===== src/rtl/temp_spi_reader.sv =====
// temp_spi_reader
// Performs one SPI mode-0 read of the temperature sensor for every update
// Tick. It drives CS_n and SCLK, shifts MISO in MSB first on each SCLK
// rising edge, and presents the finished word on Dato. Valid is a one-cycle
// strobe in the same cycle that Dato is updated.
//
// Optional feature (macro TEMP_SPI_AVG_EN):
//   When defined, Dato is the floor average of the last four raw words,
//   treated as signed. The first read after reset fills the whole history.
//   When undefined, Dato is the raw word and no history registers exist.
//
// Parameters:
//   DIV   - SCLK half-period in CLK cycles (2..255)
//   NBITS - bits per read word (8..32)
// Ports:
//   CLK   in   system clock, all logic on posedge
//   Rst   in   synchronous active-high reset
//   Tick  in   one-cycle update request (ignored while Busy)
//   MISO  in   sensor serial data
//   CS_n  out  sensor chip select, active low
//   SCLK  out  serial clock, registered, idle low
//   Dato  out  last completed reading (raw or averaged)
//   Valid out  one-cycle strobe when Dato updates
//   Busy  out  high from Tick acceptance until the end of HOLD
module temp_spi_reader #(
   parameter int DIV   = 25,
   parameter int NBITS = 16
) (
   input  logic             CLK,
   input  logic             Rst,
   input  logic             Tick,
   input  logic             MISO,
   output logic             CS_n,
   output logic             SCLK,
   output logic [NBITS-1:0] Dato,
   output logic             Valid,
   output logic             Busy
);

   typedef enum logic [1:0] {IDLE, SETUP, SHIFT, HOLD} state_t;

   localparam logic [7:0] DIV_LAST = 8'(DIV - 1);
   localparam logic [5:0] BIT_LAST = 6'(NBITS - 1);

   state_t           state_q;
   logic [7:0]       div_cnt_q;
   logic [5:0]       bit_cnt_q;
   logic [NBITS-1:0] shift_q;
   logic [NBITS-1:0] dato_d;

`ifdef TEMP_SPI_AVG_EN
   logic [NBITS-1:0] hist_q [3];
   logic             hist_vld_q;

   // Signed floor average of four words: sum in NBITS+2 bits, arithmetic
   // shift by two, truncate back to NBITS.
   function automatic logic [NBITS-1:0] avg4(input logic [NBITS-1:0] a,
                                             input logic [NBITS-1:0] b,
                                             input logic [NBITS-1:0] c,
                                             input logic [NBITS-1:0] d);
      logic signed [NBITS+1:0] sum;
      logic signed [NBITS+1:0] shr;
      sum = $signed({{2{a[NBITS-1]}}, a}) + $signed({{2{b[NBITS-1]}}, b})
          + $signed({{2{c[NBITS-1]}}, c}) + $signed({{2{d[NBITS-1]}}, d});
      shr = sum >>> 2;
      return shr[NBITS-1:0];
   endfunction

   // Until the history holds a word, the new word stands for all four
   // entries, whose average is the word itself.
   always_comb begin
      dato_d = shift_q;
      if (hist_vld_q)
         dato_d = avg4(shift_q, hist_q[0], hist_q[1], hist_q[2]);
   end
`else
   assign dato_d = shift_q;
`endif

   always_ff @(posedge CLK) begin
      if (Rst) begin
         state_q   <= IDLE;
         div_cnt_q <= '0;
         bit_cnt_q <= '0;
         shift_q   <= '0;
         CS_n      <= 1'b1;
         SCLK      <= 1'b0;
         Dato      <= '0;
         Valid     <= 1'b0;
         Busy      <= 1'b0;
`ifdef TEMP_SPI_AVG_EN
         hist_vld_q <= 1'b0;
         for (int i = 0; i < 3; i++) hist_q[i] <= '0;
`endif
      end else begin
         Valid <= 1'b0;
         case (state_q)
            IDLE: begin
               if (Tick) begin
                  state_q   <= SETUP;
                  CS_n      <= 1'b0;
                  Busy      <= 1'b1;
                  div_cnt_q <= '0;
                  bit_cnt_q <= '0;
               end
            end
            SETUP: begin
               if (div_cnt_q == DIV_LAST) begin
                  div_cnt_q <= '0;
                  state_q   <= SHIFT;
               end else begin
                  div_cnt_q <= div_cnt_q + 8'd1;
               end
            end
            SHIFT: begin
               if (div_cnt_q == DIV_LAST) begin
                  div_cnt_q <= '0;
                  SCLK      <= ~SCLK;
                  if (!SCLK) begin
                     // SCLK rising on this edge: sample the stable MISO bit
                     shift_q <= {shift_q[NBITS-2:0], MISO};
                  end else if (bit_cnt_q == BIT_LAST) begin
                     // Falling edge ending the last period leaves SCLK low
                     state_q <= HOLD;
                  end else begin
                     bit_cnt_q <= bit_cnt_q + 6'd1;
                  end
               end else begin
                  div_cnt_q <= div_cnt_q + 8'd1;
               end
            end
            HOLD: begin
               if (div_cnt_q == DIV_LAST) begin
                  div_cnt_q <= '0;
                  bit_cnt_q <= '0;
                  state_q   <= IDLE;
                  CS_n      <= 1'b1;
                  Busy      <= 1'b0;
                  Valid     <= 1'b1;
                  Dato      <= dato_d;
`ifdef TEMP_SPI_AVG_EN
                  hist_vld_q <= 1'b1;
                  if (hist_vld_q) begin
                     hist_q[0] <= shift_q;
                     hist_q[1] <= hist_q[0];
                     hist_q[2] <= hist_q[1];
                  end else begin
                     for (int i = 0; i < 3; i++) hist_q[i] <= shift_q;
                  end
`endif
               end else begin
                  div_cnt_q <= div_cnt_q + 8'd1;
               end
            end
            default: state_q <= IDLE;
         endcase
      end
   end

endmodule

===== config.mk =====
export PLATFORM = sky130hd
export DESIGN_NAME = temp_spi_reader
export DESIGN_NICKNAME = d
export VERILOG_FILES = /design/src/rtl/temp_spi_reader.sv
export SDC_FILE = /design/constraint.sdc
export NUM_CORES = 1
export LEC_CHECK = 0
export ABC_AREA = 1
export CAP_MARGIN = 20
export CORE_MARGIN = 2
export CORE_UTILIZATION = 55
export CTS_CLUSTER_SIZE = 14
export DETAILED_ROUTE_END_ITERATION = 10
export PLACE_DENSITY_LB_ADDON = 0.3
export SLEW_MARGIN = 40
export SYNTH_ARGS = -nofsm -noshare
export SYNTH_HDL_FRONTEND = slang
export SYNTH_SLANG_ARGS = --single-unit

===== constraint.sdc =====
create_clock -name CLK -period 2 [get_ports CLK]
set_input_delay 0.2 -clock CLK [delete_from_list [all_inputs] [get_ports CLK]]
set_output_delay 0.2 -clock CLK [all_outputs]
set_load 0.03 [all_outputs]

[Word-level counts from Yosys, hierarchy flattened]
Index checks and enable logic that the tools add are counted.
Storage, ports and cells
  register bits: 52
  bits of input ports: 4
  output and inout port bits: 20
  word-level logic and storage cells: 59
Operators by class
  add/subtract/negate cells: 2
  equality and inequality tests: 12
  multiplexer cells: 23
  bitwise gates (word level): 2
  reduce and logical (&&, ||, !) cells: 11
Operators by type and width (count)
  $mux W6: 5
  $pmux W6 S3: 1
  $mux W8: 2
  $pmux W8 S2: 1
  $ne A2 B2 Y1 const B: 7
  $mux W2: 6
  $reduce_and A6 Y1: 2
  $add A8 B1 Y8 const B: 1
  $eq A8 B5 Y1 const B: 1
  $pmux W2 S4: 1
  $add A6 B1 Y6 const B: 1
  $eq A6 B4 Y1 const B: 1
  $reduce_and A3 Y1: 2
  $mux W1: 5
  $eq A2 B2 Y1 const B: 2
  $pmux W1 S2: 2
  $reduce_and A2 Y1: 2
  $reduce_bool A3 Y1: 1
  $reduce_or A3 Y1: 1
  $eq A2 B1 Y1 const B: 1
  $logic_not A2 Y1: 1
  $not A1 Y1: 2
  $reduce_bool A2 Y1: 1
  $reduce_or A2 Y1: 1

[Longest topological paths before layout]
Gate-level depths: netlist of run 1.
  depth in word-level cells: 5
  gate-level depth with buffers: 11
  gate-level depth less buffers: 11

[Least setup slack after synthesis of run 1]
Ideal clock, no wire load.
  path kind: register to register
  from: register state_q[0]
  to: register state_q[0]
  library setup time: 0.115 ns
  arrival time: 1.354 ns
  required time: 1.885 ns
  setup slack: 0.531 ns
  cell stages (with the launch flop): 10
  buffers on the path: 1
  period minus slack after synthesis: 1.469 ns
  cell sequence: dfxtp_1 -> inv_1 -> ha_1 -> buf_2 -> inv_1 -> a21oi_1 -> a21oi_1 -> nand3_1 -> nand2_1 -> nor2_1
Between the ends
  word-level cells in the longest chain between the ends: 3
  elaborated cells on any way between the ends: 12
  classes of those cells: eq/ne: 9; mux: 1; reduce/logical: 2
Ends and longest elaborated chain
  start: declaration: RTL line 45  | state_t state_q;
  start signal: assignment: RTL line 82  | state_q <= IDLE;
  start signal: assignment: RTL line 100  | state_q <= SETUP;
  start signal: assignment: RTL line 110  | state_q <= SHIFT;
  $eq A2 B2 Y1 (tied with other cells): RTL line 97  | case (state_q)
  $ne A2 B2 Y1 (no line)
  $reduce_and A6 Y1 (no line)
Parallel ways exist; a longest one is shown, timed or not.
A chain may end at the register's enable or synchronous reset.

[Worst setup path in the final report of run 1]
  from: register div_cnt_q[0]
  to: register shift_q[10], in the netlist dato_d[10]
Between the ends
  word-level cells in the longest chain between the ends: 2
Ends and longest elaborated chain
  start: declaration: RTL line 46  | logic [7:0] div_cnt_q;
  start signal: assignment: RTL line 112  | div_cnt_q <= div_cnt_q + 8'd1;
  start signal: assignment: RTL line 129  | div_cnt_q <= div_cnt_q + 8'd1;
  start signal: assignment: RTL line 152  | div_cnt_q <= div_cnt_q + 8'd1;
  $eq A8 B5 Y1: RTL line 116  | if (div_cnt_q == DIV_LAST) begin
  $reduce_and A3 Y1 (no line)
  end signal: assignment: RTL line 121  | shift_q <= {shift_q[NBITS-2:0], MISO};
  end: declaration: RTL line 48  | logic [NBITS-1:0] shift_q;
Every way passes these cells.

==> metrics, run 1 <==
Critical Path Fanout Max 19; total gr overflow 0; Hold Buf Count CTS 0; final setup TNS 0 ns; Critical Path RT 2.23 ns; CP Class flop to flop; max_cap viols 0; TritonCTS clock tree built; total net switching power 0.8865 mW; clock sinks 52; grt met1 use 0.2598; Synth Warn # 0; worst skew pair latency 0.31 ns; cell count after synthesis 313; Final period util 0.8803; CTS Buf Count 5; row count 24; mean area per synthesized cell 7.711 um2; share of layout cells above drive strength 1 0.1276; Worst Setup End Kind flop; largest net degree at the start of global routing 34; CTS root buffer clkbuf_8; Max Clk Rate 568.0 MHz; sw frac 0.3329; clk_skew 0.007555 ns; Startpoint Class flop; DR vias 2038; Worst slew margin 0.6985; crit-path max cell delay 0.36 ns; Netlist cell types 28; Worst EP arrival 1.99 ns; Internal Power 1.776 mW; Comb pwr share 0.284; syn nets 325; via-per-instance ratio 5.239; final max-slew violation count 0; Port-buffer cells 23; Clock Pin Slew Worst Setup and Hold Paths 0.09 ns; number of global-route vias before repair 1897; cts repair resizes 0; area growth from synthesis to layout 15.91%; Longest Clk Path Bufs 2; initial cell density of the core 0.5621; hpwl dp 3228 um; Post-Syn Area 2414 um2; Final GP Congestion 0.7837; Clock power frac 0.284; final wirelength 4726 um; sequential power share 0.432; worst path buffer plus inverter count 2; die area 4934 um2; # diodes 0; crit-path leading delay family simple AND/OR/NAND/NOR gates; HP Class flop to flop; Setup violations, final 0; GR met3 Demand/Resource 0.04329; post-synthesis register bit count 52; status finished, final reports clean; CP max stage cell nand3_2; final hold vios 0; GR Util All Layers 0.2077; global-route wire length before repair 8342 um; Die Width 70.25 um; Tightest Pin Transition 0.4523 ns; RSZ-0062 raised after global routing false; DRC viols 0; initial antenna violation count 0; cell chain of the critical path inv_1 > ha_1 > nand2_2 > nor2_4 > nand2_4 > inv_6 > nand3_2 > a21oi_1; post-detailed-route wirelength per cell 12.15 um; chip height 70.25 um; Post-CTS Setup Bufs 0; drt initial violations 109; Layout Nets 348; sequential share of the synthesized area 0.4313; Tmin final 1.761 ns; leak pwr 1.036 nW; GR Layer Usage met2 0.3501; Core ar. 4294 um2; io pins 24; Most Crowded Layer GR met2; peak supply drop 0.0005026 V; H-tree levels 2; Routed Antenna Nets 0; Finished Core Util 0.6515; power per cell area 951.7 nW/um2; drt pass-1 iters 4
## per-layer routing
| layer | part of all wire | routed length [um] | vias up |
|---|---|---|---|
| met5 | 0 | 0 | - |
| met4 | 0.012 | 59 | 0 |
| met3 | 0.032 | 149 | 6 |
| met2 | 0.50 | 2349 | 25 |
| met1 | 0.46 | 2168 | 944 |
| li1 | - | - | 1063 |
## power by group through the flow
stage | clock network (mW) | registers, mW | logic, mW
3_5_place_dp | 0 | 1.17 | 0.744
3_3_place_gp | 0 | 1.17 | 0.718
4_1_cts | 0.773 | 1.15 | 0.755
5_1_grt | 0.803 | 1.16 | 0.866
2_1_floorplan | 0 | 1.20 | 0.537
6_report | 0.755 | 1.15 | 0.757
## metrics by stage
| step | setup slack [ns] | hold slack, ns | area, um2 | cells | power (mW) |
|---|---|---|---|---|---|
| after floorplan | 0.5311 | 0.3903 | 2414 | 313 | 1.733 |
| after global placement | 0.2386 | 0.4437 | 2663 | 380 | 1.889 |
| after detailed placement | 0.1463 | 0.4504 | 2663 | 380 | 1.918 |
| after CTS | 0.1447 | 0.4652 | 2784 | 388 | 2.679 |
| after global routing | 0.07020 | 0.4914 | 2798 | 389 | 2.833 |
| final | 0.2395 | 0.4617 | 2798 | 389 | 2.663 |
## layout make-up
type | instances | area [um2]
Timing Repair Buffer | 28 | 267.8
Inverter | 39 | 151.4
Multi-Input combinational cell | 210 | 1151
Fill cell | 370 | 1496
Clock inverter | 2 | 38.79
Clock buffer | 6 | 82.58
Tap cell | 52 | 65.06
Sequential cell | 52 | 1041
## worst reg2reg max path, stage by stage (launching register included)
cell,delay [ns]
dfxtp_1,0.34
inv_1,0.10
ha_1,0.18
nand2_2,0.07
nor2_4,0.13
nand2_4,0.10
inv_6,0.16
nand3_2,0.36
a21oi_1,0.26
## cells by family (layout without fill, tap and decap cells)
kind of cell,count (synthesis),count (layout),share of synthesized area
and+or+nand+nor,119,120,0.2374
DFF,52,52,0.4313
buffers and inverters,52,75,0.09746
AOI/OAI and AO/OA,82,82,0.1923
adders and majority gates,8,8,0.04147
## synthesized netlist by cell type
| cell | instances | area, um2 |
|---|---|---|
| a21o_1 | 1 | 7.510 |
| a21oi_1 | 44 | 220.2 |
| a21oi_2 | 6 | 52.55 |
| and3_1 | 1 | 6.260 |
| buf_2 | 4 | 20.02 |
| buf_4 | 2 | 15.01 |
| buf_6 | 3 | 33.78 |
| clkbuf_1 | 4 | 15.01 |
| dfxtp_1 | 52 | 1041 |
| ha_1 | 8 | 100.1 |
| inv_1 | 36 | 135.1 |
| inv_2 | 2 | 7.510 |
| inv_6 | 1 | 8.760 |
| nand2_1 | 51 | 191.4 |
| nand2_2 | 3 | 18.77 |
| nand2_4 | 3 | 33.78 |
| nand3_1 | 29 | 145.1 |
| nand3_4 | 1 | 17.52 |
| nand4_1 | 1 | 6.260 |
| nor2_1 | 20 | 75.07 |
| nor2_2 | 4 | 25.02 |
| nor2_4 | 3 | 33.78 |
| nor3_1 | 1 | 5.000 |
| nor3b_1 | 2 | 15.01 |
| o21ai_0 | 14 | 70.07 |
| o21ai_1 | 8 | 40.04 |
| o21ai_2 | 5 | 43.79 |
| o21bai_1 | 4 | 30.03 |
## worst paths after layout
check / from / endpoint / slack, ns / cells after the start
max reg2reg: div_cnt_q[0] / dato_d[10] / 0.24 / 8
min: dato_d[0] / dato_d[0] / 0.46 / 2
max: div_cnt_q[0] / dato_d[10] / 0.24 / 8
min reg2reg: dato_d[0] / dato_d[0] / 0.46 / 2
## registers in the layout, indices dropped and copies added (netlist names)
register and flops:
bit_cnt_q 6, dato_d 16, Valid 1, SCLK 1, Dato 16, state_q 2, div_cnt_q 8, Busy 1
CS_n 1
## cells in the final DEF (no fill, tap or decap), types with 2 or more instances in the layout
cell and n:
a21oi_1 43, a21oi_2 7, buf_4 5, clkbuf_8 6, clkdlybuf4s50_1 23, dfxtp_1 52, ha_1 8, inv_1 36
inv_2 2, nand2_1 51, nand2_2 3, nand2_4 3, nand3_1 29, nor2_1 20, nor2_2 4, nor2_4 3
nor3b_1 2, o21ai_0 14, o21ai_1 8, o21ai_2 5, o21bai_1 4
Note: power is estimated with default switching activity, not from simulation.
==> run 2, diff against run 1 <==
--- a/config.mk
+++ b/config.mk
@@ -12,6 +12,7 @@
 export CTS_CLUSTER_SIZE = 14
 export DETAILED_ROUTE_END_ITERATION = 10
 export PLACE_DENSITY_LB_ADDON = 0.3
+export SKIP_CTS_REPAIR_TIMING = 1
 export SLEW_MARGIN = 40
 export SYNTH_ARGS = -nofsm -noshare
 export SYNTH_HDL_FRONTEND = slang
==> results of run 2 <==
No change in the layout: final DEF, timing and power equal those of run 1.
==> run 3, diff against run 2 <==
--- a/config.mk
+++ b/config.mk
@@ -9,9 +9,8 @@
 export CAP_MARGIN = 20
 export CORE_MARGIN = 2
 export CORE_UTILIZATION = 55
-export CTS_CLUSTER_SIZE = 14
 export DETAILED_ROUTE_END_ITERATION = 10
-export PLACE_DENSITY_LB_ADDON = 0.3
+export PLACE_DENSITY = 0.83
 export SKIP_CTS_REPAIR_TIMING = 1
 export SLEW_MARGIN = 40
 export SYNTH_ARGS = -nofsm -noshare
==> metrics, run 3 (same netlist as run 1, synthesis figures left out) <==
Startpoint Class flop; Finished Core Util 0.6428 (-0.008741); via-per-instance ratio 5.307 (+1.3%); die area 4934 um2 (unchanged); Die Width 70.25 um (unchanged); peak supply drop 0.0004589 V (-8.7%); GR Util All Layers 0.2078 (about the same); Tmin final 1.841 ns (+0.08054 ns); Setup violations, final 0 (unchanged); Final GP Congestion 0.7780 (-0.73%); Tightest Pin Transition 0.4204 ns (-0.03192 ns); chip height 70.25 um (unchanged); CTS root buffer clkbuf_8; clk_skew 0.007205 ns (-0.0003498 ns); final max-slew violation count 0 (unchanged); HP Class flop to flop; Worst EP arrival 2.02 ns (+0.03 ns); final setup TNS 0 ns (unchanged); Layout Nets 347 (-0.29%); Final period util 0.9205 (+0.04027); power per cell area 909.1 nW/um2 (-4.5%); leak pwr 1.017 nW (-1.8%); initial antenna violation count 0 (unchanged); Fill cells 395 (+6.8%); Routed Antenna Nets 0 (unchanged); hpwl dp 3259 um (+0.95%); status finished, final reports clean; Critical Path RT 2.18 ns (-0.05 ns); clock sinks 52 (unchanged); final wirelength 4704 um (-0.47%); worst skew pair latency 0.30 ns (about the same); largest net degree at the start of global routing 34 (unchanged); initial cell density of the core 0.5621 (unchanged); share of layout cells above drive strength 1 0.1220 (-0.005573); H-tree levels 2 (unchanged); area growth from synthesis to layout 14.36%; Core ar. 4294 um2 (unchanged); Port-buffer cells 23 (unchanged); DRC viols 0 (unchanged); global-route wire length before repair 8535 um (+2.3%); number of global-route vias before repair 1958 (+3.2%); CTS Buf Count 5 (unchanged); most common cell after layout, fill and taps aside dfxtp_1; CP Class flop to flop; final hold vios 0 (unchanged); # diodes 0 (unchanged); Critical Path Fanout Max 33 (+14); Worst slew margin 0.7198 (+0.02128); Clock Pin Slew Worst Setup and Hold Paths 0.09 ns (about the same); drt pass-1 iters 4 (unchanged); io pins 24 (unchanged); DR vias 2059 (+1.0%); TritonCTS clock tree built; RSZ-0062 raised after global routing false; commonest non-fill, non-tap cells in the layout dfxtp_1 (52), nand2_1 (51), a21oi_1 (44), inv_1 (36), nand3_1 (29); post-detailed-route wirelength per cell 12.12 um (-0.21%); max_cap viols 0 (unchanged); row count 24 (unchanged); drt initial violations 102 (-6.4%); Max Clk Rate 543.2 MHz (-4.4%); Worst Setup End Kind flop; total gr overflow 0 (unchanged); Longest Clk Path Bufs 2 (unchanged)
==> run 3: changes by cell type in the layout (fill, tap and decap cells not counted), sizes merged <==
cell      delta
bufinv       -1
clkinv       -1
clkinvlp     +2
nand3        -1
==> run 3: path summary, 6_finish.rpt <==
check                                  start  slack, ns  depth (start not counted)         end
worst max-delay path            div_cnt_q[0]       0.16                          9   dato_d[1]
worst min register to register    dato_d[15]       0.47                          2  dato_d[15]
worst min-delay path              dato_d[15]       0.47                          2  dato_d[15]
worst max register to register  div_cnt_q[0]       0.16                          9   dato_d[1]
==> run 3: per-stage QoR <==
step	hold WS (ns)	setup WS (ns)	power, mW	std cells	cell area (um2)
final	0.4650	0.1589	2.509	388	2760
after floorplan	0.3903	0.5311	1.733	313	2414
after detailed placement	0.4497	0.1870	1.906	380	2663
after global placement	0.4416	0.2389	1.883	380	2663
after CTS	0.4646	0.1675	2.530	388	2760
after global routing	0.4889	0.02081	2.691	388	2760
==> run 3: area by class of cell <==
cell class	count	area, um2	area share
clock buffer	6	82.58	0.02992
clock inverter	2	15.01	0.005440
inverter	39	151.4	0.05485
multi-input combinational	209	1137	0.4121
sequential	52	1041	0.3772
tap	52	65.06	0.02357
timing repair buffer	28	267.8	0.09701
==> run 3: routing by layer <==
layer,vias up,share of wire,global-route usage
met5,-,0,0
met4,0,0.010,0.05769
met3,6,0.033,0.04329
met2,30,0.48,0.3417
met1,963,0.48,0.2766
li1,1060,-,-
==> run 3: power breakdown <==
group | total (mW) | internal (mW) | switching (mW) | leakage [nW]
sequential | 1.15 | 1.10 | 0.0532 | 0.421
combinational | 0.731 | 0.260 | 0.471 | 0.553
clock | 0.626 | 0.281 | 0.345 | 0.0434
total | 2.51 | 1.64 | 0.869 | 1.02
==> run 3: critical path, cell delays in order (launching register included) <==
cell and delay, ns:
dfxtp_1 0.34, inv_1 0.09, ha_1 0.16, nand2_2 0.07
nor2_4 0.13, nand2_4 0.09, inv_6 0.15, nand3_4 0.34
o21ai_0 0.29, a21oi_1 0.06
